$ cat src/rtl/alu_issue.sv
// Issue/operand stage ahead of the single-cycle ALU: regfile read, ALU-result and
// writeback forwarding, and a load scoreboard that holds back load-use hazards.
module alu_issue #(
    parameter int XLEN = 32,
    parameter int RA   = 5
) (
    input  logic            clk,
    input  logic            rst,

    input  logic            in_valid,
    output logic            in_ready,
    input  logic [RA-1:0]   in_rs1,
    input  logic [RA-1:0]   in_rs2,
    input  logic [RA-1:0]   in_rd,
    input  logic            in_wr,
    input  logic [2:0]      in_funct3,
    input  logic [6:0]      in_funct7,
    input  logic            in_use_imm,
    input  logic [XLEN-1:0] in_imm,

    output logic [RA-1:0]   rf_raddr1,
    output logic [RA-1:0]   rf_raddr2,
    input  logic [XLEN-1:0] rf_rdata1,
    input  logic [XLEN-1:0] rf_rdata2,

    input  logic            wb_we,
    input  logic [RA-1:0]   wb_rd,
    input  logic [XLEN-1:0] wb_data,
    input  logic [XLEN-1:0] alu_rslt,

    input  logic            ld_set,
    input  logic [RA-1:0]   ld_rd,
    input  logic            ld_clr,
    input  logic [RA-1:0]   ld_clr_rd,

    input  logic            flush,
    input  logic            out_stall,

    output logic            out_valid,
    output logic [RA-1:0]   out_rd,
    output logic            out_wr,
    output logic [2:0]      funct3,
    output logic [6:0]      funct7,
    output logic [XLEN-1:0] opd1,
    output logic [XLEN-1:0] opd2
);

    localparam int NREG = 1 << RA;

    typedef struct packed {
        logic            fwd;
        logic [XLEN-1:0] val;
    } src_t;

    logic [NREG-1:0] sb;
    logic [NREG-1:0] sb_next;
    logic [XLEN-1:0] opd1_q;
    logic [XLEN-1:0] opd2_q;
    logic            fwd1;
    logic            fwd2;

    logic            pend1;
    logic            pend2;
    logic            hazard;
    logic            accept;
    logic            alu_fwd_ok;
    src_t            src1;
    src_t            src2;

    // Operand source priority: x0, in-flight ALU op (forwarded next cycle), writeback port, regfile.
    function automatic src_t resolve(
        input logic [RA-1:0]   rs,
        input logic [XLEN-1:0] rdata,
        input logic            alu_ok,
        input logic [RA-1:0]   alu_rd,
        input logic            wb_ok,
        input logic [RA-1:0]   wb_idx,
        input logic [XLEN-1:0] wb_val
    );
        src_t s;
        s.fwd = 1'b0;
        s.val = rdata;
        if (rs == '0) begin
            s.val = '0;
        end else if (alu_ok && alu_rd == rs) begin
            s.fwd = 1'b1;
            s.val = '0;
        end else if (wb_ok && wb_idx == rs) begin
            s.val = wb_val;
        end
        return s;
    endfunction

    assign rf_raddr1 = in_rs1;
    assign rf_raddr2 = in_rs2;

    // A load whose data is on the writeback port this cycle no longer blocks its readers.
    assign pend1 = (in_rs1 != '0) && sb[in_rs1] && !(ld_clr && ld_clr_rd == in_rs1);
    assign pend2 = (in_rs2 != '0) && sb[in_rs2] && !(ld_clr && ld_clr_rd == in_rs2);

    assign hazard   = in_valid && (pend1 || (!in_use_imm && pend2));
    assign in_ready = !out_stall && !flush && !hazard;
    assign accept   = in_valid && in_ready;

    assign alu_fwd_ok = out_valid && out_wr;

    always_comb begin
        // NOTE: every always_comb output gets a default first so no path infers a latch.
        src1 = resolve(in_rs1, rf_rdata1, alu_fwd_ok, out_rd, wb_we, wb_rd, wb_data);
        src2 = resolve(in_rs2, rf_rdata2, alu_fwd_ok, out_rd, wb_we, wb_rd, wb_data);
        if (in_use_imm) begin
            src2.fwd = 1'b0;
            src2.val = in_imm;
        end
    end

    always_comb begin
        sb_next = sb;
        if (ld_clr) begin
            sb_next[ld_clr_rd] = 1'b0;
        end
        if (ld_set && ld_rd != '0) begin
            sb_next[ld_rd] = 1'b1;
        end
    end

    assign opd1 = fwd1 ? alu_rslt : opd1_q;
    assign opd2 = fwd2 ? alu_rslt : opd2_q;

    // NOTE: sequential state uses non-blocking assignments only, so every register sees pre-edge values.
    always_ff @(posedge clk or negedge rst) begin
        if (!rst) begin
            // NOTE: the scoreboard is a flop vector, not RAM, so it is cleared with the rest of the state.
            sb        <= '0;
            out_valid <= 1'b0;
            out_rd    <= '0;
            out_wr    <= 1'b0;
            funct3    <= '0;
            funct7    <= '0;
            opd1_q    <= '0;
            opd2_q    <= '0;
            fwd1      <= 1'b0;
            fwd2      <= 1'b0;
        end else begin
            sb <= sb_next;
            if (flush) begin
                out_valid <= 1'b0;
                fwd1      <= 1'b0;
                fwd2      <= 1'b0;
            end else if (accept) begin
                out_valid <= 1'b1;
                out_rd    <= in_rd;
                out_wr    <= in_wr && (in_rd != '0);
                funct3    <= in_funct3;
                funct7    <= in_funct7;
                opd1_q    <= src1.val;
                opd2_q    <= src2.val;
                fwd1      <= src1.fwd;
                fwd2      <= src2.fwd;
            end else begin
                // The producer's result is only on alu_rslt for one cycle; capture it before it moves on.
                if (fwd1) begin
                    opd1_q <= alu_rslt;
                    fwd1   <= 1'b0;
                end
                if (fwd2) begin
                    opd2_q <= alu_rslt;
                    fwd2   <= 1'b0;
                end
                if (!out_stall) begin
                    out_valid <= 1'b0;
                end
            end
        end
    end

    // Loads never travel through this stage, so a load and an accepted ALU op cannot share a destination.
    ld_vs_alu_rd : assert property (@(posedge clk) disable iff (!rst)
        !(ld_set && accept && in_wr && in_rd != '0 && in_rd == ld_rd));

endmodule

$ cat config.mk
export PLATFORM = sky130hd
export DESIGN_NAME = alu_issue
export DESIGN_NICKNAME = d
export VERILOG_FILES = /design/src/rtl/alu_issue.sv
export SDC_FILE = /design/constraint.sdc
export NUM_CORES = 1
export LEC_CHECK = 0
export ABC_AREA = 1
export BUFFER_PORTS_ARGS = -buffer_cell sky130_fd_sc_hd__buf_2
export CORE_MARGIN = 8
export CORE_UTILIZATION = 45
export DETAILED_ROUTE_END_ITERATION = 16
export GPL_TIMING_DRIVEN = 1
export HOLD_SLACK_MARGIN = 0.03
export PLACE_DENSITY = 0.73
export SKIP_CTS_REPAIR_TIMING = 1
export SKIP_LAST_GASP = 1
export SYNTH_ARGS = -nofsm -noshare
export SYNTH_HDL_FRONTEND = slang
export SYNTH_SLANG_ARGS = --single-unit
$ cat constraint.sdc
create_clock -name clk -period 2.6 [get_ports clk]
set_clock_uncertainty 0.05 [all_clocks]
set_input_delay 0.26 -clock clk [delete_from_list [all_inputs] [get_ports clk]]
set_output_delay 0.26 -clock clk [all_outputs]
set_load 0.02 [all_outputs]
Word-level counts from Yosys, hierarchy flattened
Cells that the tools add are included.
W data, S select, Z words.
{ "op_classes": {"order_cmp": 6, "n_eq_ne": 7, "mux": 32, "bitwise": 4, "n_reduce_logical": 34} }
{ "ops": {"columns": ["operator", "n"], "rows": [
  ["$mux W32", 12],
  ["$mux W33", 1],
  ["$and A32 B32 Y32", 1],
  ["$not A32 Y32", 1],
  ["$or A32 B32 Y32", 1],
  ["$eq A5 B5 Y1", 6],
  ["$lt A5 B6 Y1 const B", 4],
  ["$logic_and A1 B1 Y1", 20],
  ["$reduce_bool A5 Y1", 4],
  ["$mux W1", 15],
  ["$bmux W1 S5", 2],
  ["$demux W1 S5", 2],
  ["$ge A5 B1 Y1 const B", 2],
  ["$logic_not A5 Y1", 2],
  ["$logic_not A1 Y1", 6],
  ["$ne A3 B2 Y1 const B", 1],
  ["$reduce_and A2 Y1", 1],
  ["$logic_or A1 B1 Y1", 1],
  ["$not A1 Y1", 1]
]} }
{ "totals": {"reg_bits": 115, "input_bits": 210, "out_inout_bits": 92, "word_cells": 93} }

Logic depth before layout (Yosys ltp)
{ "logic_depth": {"word_depth": 12, "ltp_mapped": 15, "ltp_nobuf": 13} }

Worst setup path after synthesis
Ideal clock, no wire load.
{ "synth_path": {"path_kind": "in2out", "from": "input flush", "to": "output in_ready", "arrival_ns": 1.620, "required_time_ns": 2.290, "path_slack_ns": 0.670, "stages": 4, "path_buffers": 2, "cell_sequence": "nor2_1 > clkbuf_1 > clkbuf_1 > a21boi_0"} }
{ "synth_via": {"elab_chain_cells": 3} }
{ "synth_lines": {"columns": ["element", "line_no", "source"], "rows": [
  ["start: declaration", "36", "input logic flush,"],
  ["$logic_not A1 Y1", "102", "assign in_ready = !out_stall && !flush && !hazard;"],
  ["$logic_and A1 B1 Y1 (2 in series)", "102", null],
  ["end: declaration", "11", "output logic in_ready,"]
]} }
No other way between the ends.

Worst setup path after layout
{ "layout_path": {"from": "register sb[18]", "to": "output in_ready"} }
{ "layout_via": {"elab_chain_cells": 9, "word_cells_on_any_way": 13, "classes_between": "mux: 4; reduce/logical: 9"} }
{ "layout_lines": {"columns": ["element", "line_no", "source"], "rows": [
  ["start: declaration", "55", "logic [NREG-1:0] sb;"],
  ["start signal: assignment", "145", "sb <= sb_next;"],
  ["$bmux W1 S5", "99", "assign pend2 = (in_rs2 != '0) && sb[in_rs2] && !(ld_clr && ld_clr_rd == in_rs2);"],
  ["$mux W1 (not written as such)", "99", null],
  ["$logic_and A1 B1 Y1 (2 in series)", "99", null],
  ["$logic_and A1 B1 Y1", "101", "assign hazard = in_valid && (pend1 || (!in_use_imm && pend2));"],
  ["$logic_or A1 B1 Y1 *", "101", null],
  ["$logic_and A1 B1 Y1 *", "101", null],
  ["$logic_not A1 Y1 *", "102", null],
  ["$logic_and A1 B1 Y1 *", "102", null]
]} }
Every way passes the cells marked *; elsewhere a longest branch is shown, timed or not. The select of a mux whose other input is x is not followed.

==> flow_metrics.py <==
metrics = {
    "outcome": {
        "outcome": "finished, final reports clean",
    },
    "sta": {
        "worst_slew_pin_slew_ns": 0.744,
        "min_period_over_period": 0.943,
        "fmax_ghz": 0.408,
        "finalHoldViolations": 0,
        "fin_crit_ns": 2.45,
        "slew_viol_final": 0,
        "fin_tns_setup_ns": 0,
        "relSlewSlack": 0.504,
        "finalSetupViolCount": 0,
        "grt_setup_unrepaired": "false",
    },
    "worst_setup_path": {
        "path_buf_inv": 2,
        "ff2ff_setup_slack_ns": 0.53,
        "startpoint": "sb[18]",
        "critPathMaxFanout": 2,
        "rr_startpoint": "sb[18]",
        "cp_slowest_cell": "dfrtp_1",
        "slowest_delay_ns": 0.38,
        "critPathLaunchType": "flip-flop",
        "crit_family": "simple AND/OR/NAND/NOR gates",
        "arrival_ns": 2.14,
        "path_class": "reg2out",
        "r2r_end": "opd1_q[28]",
        "path_depth": 10,
        "cp_common_cell": "nand2_1",
        "cp.required_ns": 2.29,
        "critPathCapture": "in_ready",
        "critPathCaptureType": "output port",
        "reg2reg_depth": 12,
        "cp_cell_sequence": "inv_1 > o21ai_0 > nand2_1 > nand3_1 > nor2_1 > nand2_1 > nand3_2 > nand2_1 > a21boi_0 > buf_2",
    },
    "synth": {
        "synthArstFlopShare": 1.00,
        "synth.most_common_cell": "nand2_1",
        "ys_types": 27,
        "seq_area_frac_synth": 0.314,
        "synth-main-ff-cell": "dfrtp_1",
        "synthTopCellsByCount": "556 x nand2_1, 251 x inv_1, 171 x nand3_1, 171 x o21ai_0, 115 x dfrtp_1",
        "synth_top_area_cell": "dfrtp_1",
        "syn_inst": 1548,
        "synth_area_um2": 9180,
        "synth_nets": 1758,
        "ys_ff_latch": 115,
        "ys_warn_count": 0,
        "synth-edff-count": 0,
        "ys_top_cells_by_area": "dfrtp_1 31%, nand2_1 23%, inv_1 10%",
        "avgSynthCellArea_um2": 5.93,
        "synth_top_area_share": 0.314,
    },
    "hold_path": {
        "min_from": "in_rd[0]",
        "hp-class": "in2reg",
    },
    "finish": {
        "layout-drive-gt1-share": 0.213,
        "multi_input_area_um2": 4820,
        "syn_to_final_growth_pct": 27.8,
        "fillers": 1973,
        "nets": 2017,
        "instances_no_fill": 2093,
        "seq_area_um2": 2880,
    },
    "grt": {
        "first_global_vias": 11000,
        "grt.total_usage": 0.293,
        "grt_max_degree": 65,
        "overflow": 0,
        "antenna_found_initial": 7,
        "grt_pass1_wl_mm": 60.2,
    },
    "cts": {
        "cts.reportedPaths.clkPinSlew_ns": 0.06,
        "clock_latency_ns": 0.42,
        "clock_path_buffers": 2,
        "numCtsBuffers": 17,
        "cts_tree": "done",
        "h-tree-depth": 4,
        "cts_sinks": 115,
        "clock-root-buffer": "clkbuf_16",
    },
    "power_and_ir_drop": {
        "p_leak_nw": 7.19,
        "p_per_area_nw_per_um2": 665,
        "vdd_ir_drop_max_mv": 0.485,
    },
    "placement": {
        "dp_cells": 2046,
        "gp_congestion": 0.986,
        "io_buffers": 301,
        "hpwl_mm": 28.0,
    },
    "routing": {
        "ant_nets": 0,
        "avgRoutedWirePerCell_um": 18.3,
        "routed_wl_mm": 38.3,
        "via_per_inst": 5.47,
        "remaining_drc_errors": 0,
        "drtIter0Drc": 1356,
        "first_pass_iters": 8,
        "vias": 11400,
    },
    "floorplan": {
        "io_pins": 302,
        "die_y_um": 159,
        "core_um2": 20100,
        "std_cell_rows": 52,
        "die_w_um": 159,
        "die_area_um2": 25200,
        "start_util": 0.456,
    },
    "flow_run": {
        "maxCapViolCount": 0,
    },
}
how the worst min path moves through the flow:
stage	to	slack (ns)	cells after the start
after detailed placement	opd2_q[24]	0.29	1
after CTS	opd2_q[24]	-0.16	1
final	out_rd[0]	0.01	3
after global routing	out_rd[0]	0.03	3
after floorplan	funct3[0]	-0.09	0
after global placement	opd2_q[24]	0.29	1
cells by family (layout without fill, tap and decap cells):
logic type / Yosys count / count (layout) / synth area share
buf+inv: 367 / 639 / 0.164
flops: 115 / 115 / 0.314
compound gates: 191 / 191 / 0.106
simple gates: 871 / 871 / 0.413
xor+xnor: 4 / 4 / 0.00382
other cells: 0 / 3 / 0
layer usage:
layer  wire (µm)  global-route usage  vias to the layer above
met2       17400               0.451                      724
met1       15500               0.380                     5186
met4        1590               0.143                        8
met3        3780              0.0664                      106
met5          55                   0                        -
li1            -                   -                     5415
where the power goes:
part / switching [W] / internal (W)
Clock: 0.000926 / 0.00184
Sequential: 0.000253 / 0.00219
Combinational: 0.00173 / 0.000868
per-stage QoR:
stage	util	hold WS, ns	area, µm²	power [W]	worst slack, ns
after global routing	0.583	0.0344	11700	0.00823	0.0314
after floorplan	-	-0.0856	9180	0.00400	0.670
after detailed placement	0.543	0.290	10900	0.00502	0.296
final	0.583	0.0136	11700	0.00780	0.149
after global placement	0.543	0.286	10900	0.00499	0.247
after CTS	0.577	-0.160	11600	0.00779	0.173
state kept, by name, indices dropped and copies added (netlist names):
signal     count
sb            32
out_rd         5
opd2_q        32
opd1_q        32
funct3         3
fwd1           1
out_valid      1
out_wr         1
funct7         7
fwd2           1
worst register-to-register path: cells and delay by family, from the launching register on:
kind | cells | cell delay, ns
flip-flops | 1 | 0.35
AND/OR/NAND/NOR | 9 | 0.88
buffers and inverters | 2 | 0.28
AO/OA/AOI/OAI | 1 | 0.38
cell type report:
type,count,share of cell area
diodes,3,0.000640
clock buffers,18,0.0375
clock inverters,14,0.0212
inverters,258,0.0826
multi-input cells,1066,0.411
flip-flops and latches,115,0.246
well taps,270,0.0288
repair buffers,349,0.173
cell usage in the layout, fill, tap and decap left out, drive strengths merged:
cell type	count
clkbuf	18
inv	260
o21ai	176
o31ai	1
nand2	556
a21boi	1
xor2	4
a21oi	6
diode	3
nor3	6
nor3b	1
dlygate4sd3	12
bufinv	6
o211ai	2
dfrtp	115
nand3	174
buf	337
clkinv	5
nor2	36
clkinvlp	1
nand4	98
o22ai	5
No activity file was read; power rests on OpenSTA's default activity.
